### config.mk
export PLATFORM = sky130hd
export DESIGN_NAME = secuenciador_rtc
export DESIGN_NICKNAME = d
export VERILOG_FILES = /design/src/rtl/secuenciador_rtc.sv
export SDC_FILE = /design/constraint.sdc
export NUM_CORES = 1
export LEC_CHECK = 0
export CAP_MARGIN = 40
export CORE_MARGIN = 3
export CORE_UTILIZATION = 40
export CTS_CLUSTER_DIAMETER = 120
export CTS_CLUSTER_SIZE = 24
export DETAILED_ROUTE_END_ITERATION = 12
export HOLD_SLACK_MARGIN = 0.05
export PLACE_DENSITY = 0.64
export SLEW_MARGIN = 10
export SYNTH_ARGS = -nofsm -noshare
export SYNTH_HDL_FRONTEND = slang
export SYNTH_SLANG_ARGS = --single-unit
### constraint.sdc
create_clock -name clk -period 3.6 [get_ports clk]
set_input_delay 1.08 -clock clk [delete_from_list [all_inputs] [get_ports clk]]
set_output_delay 1.08 -clock clk [all_outputs]
set_load 0.02 [all_outputs]
### src/rtl/secuenciador_rtc.sv
// Command sequencer for the RTC read/write engine: power-up init writes, periodic
// six-register time refresh into a shadow bank, and single user writes in between.
module secuenciador_rtc #(
    parameter int unsigned TIMEOUT_CICLOS = 200,
    parameter logic [7:0]  ADDR_CTRL      = 8'h02,
    parameter logic [7:0]  ADDR_TRANSFER  = 8'hF0,
    parameter logic [7:0]  ADDR_BASE_HORA = 8'h21
) (
    input  logic       clk,
    input  logic       reset,
    input  logic       tick_lectura,
    input  logic       req_escribir,
    input  logic [7:0] addr_usuario,
    input  logic [7:0] dato_usuario,
    input  logic [7:0] dato_leido,
    input  logic       fin_lectura_escritura,
    output logic [7:0] addr_RAM,
    output logic [7:0] dato_escribir,
    output logic       escribir_leer,
    output logic       en_funcion,
    output logic       ocupado,
    output logic       ack_escritura,
    output logic [7:0] seg,
    output logic [7:0] min,
    output logic [7:0] hora,
    output logic [7:0] dia,
    output logic [7:0] mes,
    output logic [7:0] anio,
    output logic       datos_listos,
    output logic       error_rtc
);

    typedef enum logic [2:0] {
        S_INIT1, S_INIT2, S_IDLE, S_USR_WR, S_TRANSFER, S_READ, S_COMMIT
    } estado_t;

    // F_PREP is a dead cycle before the first ISSUE after reset so that the
    // registered engine outputs can be loaded before en_funcion rises.
    typedef enum logic [1:0] {F_PREP, F_ISSUE, F_WAIT} fase_t;

    estado_t    estado, estado_sig;
    fase_t      fase, fase_sig;
    logic [2:0] indice, indice_sig;
    logic [7:0] contador;
    logic       pendiente_lectura;
    logic [7:0] temp [6];
    logic       fin_ok, vencido;

    assign ocupado = (estado != S_IDLE);
    assign fin_ok  = (fase == F_WAIT) && fin_lectura_escritura;
    assign vencido = (fase == F_WAIT) && !fin_lectura_escritura
                     && (contador == 8'(TIMEOUT_CICLOS));

    // NOTE: every signal written here gets a default first so no latch is inferred.
    always_comb begin
        estado_sig = estado;
        fase_sig   = fase;
        indice_sig = indice;
        case (estado)
            S_IDLE: begin
                if (req_escribir) begin
                    estado_sig = S_USR_WR;
                    fase_sig   = F_ISSUE;
                end else if (tick_lectura || pendiente_lectura) begin
                    estado_sig = S_TRANSFER;
                    fase_sig   = F_ISSUE;
                end
            end
            S_COMMIT: begin
                estado_sig = S_IDLE;
                fase_sig   = F_PREP;
            end
            default: begin
                case (fase)
                    F_PREP:  fase_sig = F_ISSUE;
                    F_ISSUE: fase_sig = F_WAIT;
                    default: begin
                        if (fin_ok) begin
                            fase_sig = F_ISSUE;
                            case (estado)
                                S_INIT1:    estado_sig = S_INIT2;
                                S_TRANSFER: begin
                                    estado_sig = S_READ;
                                    indice_sig = 3'd0;
                                end
                                S_READ: begin
                                    if (indice == 3'd5) begin
                                        estado_sig = S_COMMIT;
                                        fase_sig   = F_PREP;
                                    end else begin
                                        indice_sig = indice + 3'd1;
                                    end
                                end
                                default: begin
                                    estado_sig = S_IDLE;
                                    fase_sig   = F_PREP;
                                end
                            endcase
                        end else if (vencido) begin
                            estado_sig = S_IDLE;
                            fase_sig   = F_PREP;
                        end
                    end
                endcase
            end
        endcase
    end

    always_ff @(posedge clk or posedge reset) begin
        if (reset) begin
            estado            <= S_INIT1;
            fase              <= F_PREP;
            indice            <= 3'd0;
            contador          <= 8'd0;
            pendiente_lectura <= 1'b0;
            addr_RAM          <= 8'h00;
            dato_escribir     <= 8'h00;
            escribir_leer     <= 1'b0;
            en_funcion        <= 1'b0;
            ack_escritura     <= 1'b0;
            datos_listos      <= 1'b0;
            error_rtc         <= 1'b0;
            {seg, min, hora, dia, mes, anio} <= '0;
        end else begin
            estado        <= estado_sig;
            fase          <= fase_sig;
            indice        <= indice_sig;
            en_funcion    <= (fase_sig == F_ISSUE);
            ack_escritura <= (estado == S_USR_WR) && fin_ok;
            datos_listos  <= (estado == S_COMMIT);

            if (fase_sig == F_ISSUE)     contador <= 8'd0;
            else if (fase != F_PREP)     contador <= contador + 8'd1;

            // A tick in the same cycle as a write request must survive the write.
            if (estado == S_IDLE && estado_sig == S_TRANSFER) pendiente_lectura <= 1'b0;
            else if (tick_lectura)                            pendiente_lectura <= 1'b1;

            if (fase_sig == F_ISSUE) begin
                case (estado_sig)
                    S_INIT1:    {addr_RAM, dato_escribir, escribir_leer} <= {ADDR_CTRL, 8'h10, 1'b1};
                    S_INIT2:    {addr_RAM, dato_escribir, escribir_leer} <= {ADDR_CTRL, 8'h00, 1'b1};
                    S_USR_WR:   {addr_RAM, dato_escribir, escribir_leer} <= {addr_usuario, dato_usuario, 1'b1};
                    S_TRANSFER: {addr_RAM, dato_escribir, escribir_leer} <= {ADDR_TRANSFER, 8'hF0, 1'b1};
                    S_READ:     {addr_RAM, dato_escribir, escribir_leer} <=
                                    {ADDR_BASE_HORA + {5'd0, indice_sig}, 8'h00, 1'b0};
                    default: ;
                endcase
            end

            if (vencido)                 error_rtc <= 1'b1;
            else if (estado == S_COMMIT) error_rtc <= 1'b0;

            if (estado == S_COMMIT)
                {seg, min, hora, dia, mes, anio} <= {temp[0], temp[1], temp[2], temp[3], temp[4], temp[5]};
        end
    end

    // NOTE: the temp bank has no reset; it is only copied after all six bytes are rewritten.
    always_ff @(posedge clk) begin
        if (estado == S_READ && fin_ok) temp[indice] <= dato_leido;
    end

endmodule

# Word-level counts from Yosys, hierarchy flattened
# Memories as Yosys holds them, arrays and structs flattened. A register that Yosys moved wholly into a read port is not among the register bits.
# Index checks and enable logic that the tools add are counted.
[word_totals]
reg_bits = 38
ram_bits = 48
inputBits = 29
out_inout_bits = 70
word_cells = 90
n_memories = 1
[mem_list]
columns = ["memory", "depth", "width", "rd", "rd_clocked_by_memory_dff", "wr", "line_no", "source"]
rows = [
  ["temp", 6, 8, 6, 6, 1, "46", "logic [7:0] temp [6];"],
]
[op_classes]
n_addsub = 3
n_eq_ne = 15
mux = 32
n_reduce_logical = 27
[ops]
columns = ["cell", "n"]
rows = [
  ["case mux 8 bit (4 select lines)", 2],
  ["2-to-1 mux 3 bit", 10],
  ["== test 3 bit, second input constant", 6],
  ["2-to-1 mux 8 bit", 2],
  ["case mux 3 bit (2 select lines)", 2],
  ["nonzero test 2 bit", 5],
  ["OR reduction 2 bit", 5],
  ["== test 3 x 2 -> 1 bit, second input constant", 3],
  ["case mux 3 bit (3 select lines)", 1],
  ["adder 8 x 1 -> 8 bit, second input constant", 1],
  ["== test 8 bit, second input constant", 1],
  ["2-to-1 mux 2 bit", 4],
  ["case mux 2 bit (2 select lines)", 2],
  ["nonzero test 4 bit", 2],
  ["adder 6 x 3 -> 7 bit, first input constant", 1],
  ["2-to-1 mux 1 bit", 7],
  ["logical AND 1 bit", 6],
  ["zero test 3 bit", 2],
  ["AND reduction 2 bit", 3],
  ["== test 2 x 1 -> 1 bit, second input constant", 2],
  ["case mux 1 bit (2 select lines)", 2],
  ["OR reduction 4 bit", 1],
  ["adder 3 x 1 -> 3 bit, second input constant", 1],
  ["== test 3 x 1 -> 1 bit, second input constant", 1],
  ["5 further kinds", 5],
]

# Longest topological paths before layout
[depth]
depth_word = 11
ltp_mapped = 10
mapped_depth_nobuf = 10

# Least setup slack after synthesis
# OpenSTA, ideal clock, no wires.
[synth_timing]
path_kind = "input to register"
start = "input port req_escribir"
end = "register addr_RAM[1]"
setup_time_ns = 0.125
arrival_ns = 2.763
required_ns = 3.475
setup_slack_ns = 0.711
cell_stages = 8
path_buffers = 0
path_cell_list = "nor4b_2 > a22oi_1 > a211oi_1 > o22ai_1 > ha_1 > a21o_1 > o31a_1 > mux2_4"
[synth_between]
elab_chain_len = 6
word_cells_on_any_way = 14
classes_between = "5 x eq/ne; 5 x mux; 4 x reduce/logical"
[synth_rtl]
columns = ["item", "line_no", "source"]
rows = [
  ["from (decl)", "12", "input logic req_escribir,"],
  ["2-to-1 mux 3 bit", "61", "if (req_escribir) begin"],
  ["case mux 3 bit (2 select lines)", "59", "case (estado)"],
  ["== test 3 x 1 -> 1 bit or zero test 3 bit (tied branches)", "140", "case (estado_sig)"],
  ["OR reduction 2 bit (no source line)", "--", ""],
  ["nonzero test 4 bit (no source line)", "--", ""],
  ["AND reduction 2 bit (no source line)", "--", ""],
  ["to (signal assigned)", "141", "S_INIT1: {addr_RAM, dato_escribir, escribir_leer} <= {ADDR_CTRL, 8'h10, 1'b1};"],
  ["to (signal assigned)", "142", "S_INIT2: {addr_RAM, dato_escribir, escribir_leer} <= {ADDR_CTRL, 8'h00, 1'b1};"],
  ["to (signal assigned)", "143", "S_USR_WR: {addr_RAM, dato_escribir, escribir_leer} <= {addr_usuario, dato_usuario, 1'b1};"],
  ["to (decl)", "17", "output logic [7:0] addr_RAM,"],
]
# Parallel ways exist; a longest one is shown, timed or not.
# A chain may end at the register's enable or synchronous reset.

# Worst setup path after layout
[layout_timing]
start = "input port fin_lectura_escritura"
end = "register addr_RAM[1]"
[layout_between]
word_cells_on_any_way = 26
classes_between = "1 x add/sub; 5 x eq/ne; 12 x mux; 8 x reduce/logical"
[layout_rtl]
columns = ["item", "line_no", "source"]
rows = [
  ["from (decl)", "16", "input logic fin_lectura_escritura,"],
  ["logical AND 1 bit", "50", "assign fin_ok = (fase == F_WAIT) && fin_lectura_escritura;"],
  ["2-to-1 mux 3 bit", "78", "if (fin_ok) begin"],
  ["2-to-1 mux 3 bit", "74", "case (fase)"],
  ["2-to-1 mux 3 bit", "59", ""],
  ["named net indice_sig[1]", "43", "logic [2:0] indice, indice_sig;"],
  ["adder 6 x 3 -> 7 bit", "146", "{ADDR_BASE_HORA + {5'd0, indice_sig}, 8'h00, 1'b0};"],
  ["case mux 8 bit (4 select lines)", "140", ""],
]
# The timed path passes the listed nets, and every way through them passes these cells.

==> metrics <==
Mapped Cells=344; DIE AREA=14400 sq um; final core occ=56.2%; Placed Cells=617; largest net degree at the start of global routing=87; nets@finish=498; Post-synth EDFFs=48; CTS Hold Bufs=0; Max Cap Violations=0; Rows=41; final setup vio count=0; CTS buffer count=17; clk_skew=0.00506 ns; Final Worst Setup Slack=0.507 ns; hpwl dp=7.48 mm; PortBufs=98; Avg WL per Cell=16.6 um; worst r2r src=indice[1]; die width=120 um; worst hold-check path type=flop to flop; antenna violations before repair=0; cell area after layout=7120 sq um; layout cell share with drive strength beyond 1=23.5%; Post-CTS Resized=0; fillers=1043; first-pass GRT wire length=17.7 mm; pre-CTS WS=0.0888 ns; H-tree depth=4; Die Y=120 um; period utilization=85.9%; Yosys Warn Count=0; Vias=3234; PwrDens=946 nW/um^2; Final ANT Viol Nets=0; DRC=0; worst setup path class=input port to flop; FF-to-FF path depth=10; starting DRC count in detailed routing=98; Synth cell types=55; drt total wl=10.8 mm; Via-to-Cell Ratio=4.98; RD Place Congestion=0.794; Leak Pwr=0.00288 uW; CTS Sinks=134; Avg Synthesized Cell Area=15.1 sq um; Core Area=12700 sq um; syn nets=378; Slew @ Worst Pin=0.736 ns; Syn Std Cell Area=5200 sq um; Yosys reg bits=134; area grow syn2layout=37.0%; fmax=323 MHz; Critical Path RT=3.90 ns; Reg2Reg Capture Point=addr_RAM[1]; Total Routing Usage GR=16.0%; TritonCTS clock tree=yes; root buffer cell=clkbuf_16; startpoint types=input port; Final min period=3.09 ns; Ports=99; Max Slew Vio Count=0; Diodes inserted=0; status=complete, no violations; Worst Hold End=min[0]; RSZ-0062 raised after global routing=false; asr flop ratio synth=64.2%; Setup TNS Final=0 ns; critical path data arrival time=3.39 ns; hold depth=1; Longest Clk Path Bufs=2; reg2reg setup slack=0.81 ns; clock-pin slew on the worst setup and hold paths=0.06 ns; Most used DFF post-synth=dfrtp_1; sequential element share of the synthesized area=69.1%; Clk Latency, worst-skew pair=0.42 ns; Final Hold Viols=0; HP Start=temp[1][0]; Rel. slew slack=50.8%; Placed Area=6520 sq um; peak supply drop=0.000500 V; initial core utilization=41.0%; fin cells=649; crit path capture type=flop; vias in the first global route=3437; buffer count from post-CTS setup fixing=0; GRT overflow=0; critical-path maximum fanout=3; drt pass-1 iters=4
-- logic make-up (layout without fill, tap and decap cells) --
logic type	count (synthesis)	after routing	share of synthesized area, %
DFF	134	134	69.1
buffers and inverters	26	159	2.12
xor gates and xnor gates	8	8	1.35
adders and majority gates	5	5	1.20
AOI/OAI and AO/OA	55	55	8.04
muxes	52	52	11.3
and+or+nand+nor	64	64	6.88
-- critical path: stages --
cell and delay (ns):
clkdlybuf4s50_1 0.52, nand3b_1 0.15, a211o_1 0.35, a211oi_1 0.29, o22ai_1 0.18, ha_1 0.32
a21o_1 0.16, o31a_1 0.09, mux2_4 0.25
-- synthesized netlist by cell type (2+ instances only) --
cell type / n / area [sq um]
or2_2: 3 / 18.8
a22oi_1: 2 / 15.0
clkbuf_1: 6 / 22.5
o21ai_0: 11 / 55.1
edfxtp_1: 48 / 1440
xor2_1: 7 / 61.3
buf_1: 5 / 18.8
dfrtp_1: 86 / 2150
o22ai_1: 2 / 12.5
and4_1: 2 / 17.5
ha_1: 5 / 62.6
mux2i_1: 2 / 20.0
nand4bb_1: 2 / 22.5
a31oi_1: 4 / 25.0
nand2b_1: 4 / 25.0
and3_1: 4 / 25.0
nand2_1: 16 / 60.1
o21a_1: 2 / 15.0
a21oi_1: 4 / 20.0
nor2_1: 13 / 48.8
nor2b_1: 2 / 12.5
nand3b_1: 2 / 15.0
nor4_1: 4 / 25.0
nand3_1: 2 / 10.0
a2bb2oi_1: 8 / 70.1
a22o_1: 5 / 43.8
mux2_2: 49 / 552
o31a_1: 2 / 17.5
nand4_1: 4 / 25.0
inv_1: 12 / 45.0
a32oi_1: 2 / 17.5
-- per-stage QoR --
| step | power (uW) | hold slack, ns |
|---|---|---|
| 4_1_cts | 6820 | 0.479 |
| 3_3_place_gp | 4970 | 0.458 |
| 2_1_floorplan | 3880 | 0.455 |
| 5_1_grt | 7110 | 0.486 |
| 6_report | 6740 | 0.475 |
| 3_5_place_dp | 5050 | 0.465 |
-- state kept, by name, summed over array words and instances, names as in the netlist, 2 cells and up --
signal	count
min	8
addr_RAM	8
contador	8
mes	8
dia	8
estado	3
indice	3
fase	2
seg	8
hora	8
temp	48
anio	8
dato_escribir	8
-- worst max-delay path by stage --
stage | to | cells after the start | startpoint | slack (ns)
5_1_grt | addr_RAM[1] | 9 | fin_lectura_escritura | 0.38
3_3_place_gp | addr_RAM[1] | 9 | fin_lectura_escritura | 0.22
4_1_cts | ocupado | 3 | estado[0] | 0.52
3_5_place_dp | addr_RAM[1] | 9 | fin_lectura_escritura | 0.09
6_report | addr_RAM[1] | 9 | fin_lectura_escritura | 0.51
2_1_floorplan | ack_escritura | 1 | reset | 0.30
-- cells in the final DEF, fill, tap and decap left out, types with 2 or more instances in the layout --
cell	instances
bufinv_16	3
mux2_2	49
ha_1	5
o21ai_0	11
or2_2	3
nand4bb_1	2
xor2_1	7
clkinv_1	2
edfxtp_1	48
nand3_1	2
dfrtp_1	86
nor4_2	4
and3_1	4
a32oi_1	2
and4_1	2
buf_4	15
mux2i_1	2
a22o_1	5
a22oi_1	2
o31a_1	2
a2bb2oi_1	8
clkdlybuf4s50_1	98
clkinv_2	3
inv_6	3
inv_1	11
o21a_1	2
a21oi_1	4
clkbuf_16	17
nand2b_1	4
o22ai_1	2
clkinv_4	2
nor2b_1	2
nand4_1	4
clkinvlp_4	2
nand3b_1	2
nand2_1	15
nor2_1	13
a31oi_1	4
-- power breakdown --
part | total, uW | internal [uW] | leakage [uW] | switching [uW]
Sequential | 2350 | 2030 | 0.00148 | 318
Combinational | 2640 | 1350 | 0.00110 | 1280
Clock | 1750 | 1090 | 0.000291 | 658
-- cell type report --
class / instances / area (sq um) / share of cell area (%)
sequential: 134 / 3590 / 50.5
multi-input combinational: 184 / 1520 / 21.4
timing repair buffer: 115 / 1140 / 16.0
clock buffer: 17 / 425 / 5.97
tap: 172 / 215 / 3.02
clock inverter: 15 / 178 / 2.49
inverter: 12 / 46.3 / 0.650
-- layer usage --
layer / share of wire [%] / track usage (%) / up-vias
met1: 44 / 19.6 / 1599
li1: - / - / 1515
met5: 0 / 0 / -
met4: 1.4 / 6.94 / 0
met2: 48 / 26.1 / 103
met3: 6.4 / 5.23 / 17
(Power assumes the default switching activity.)
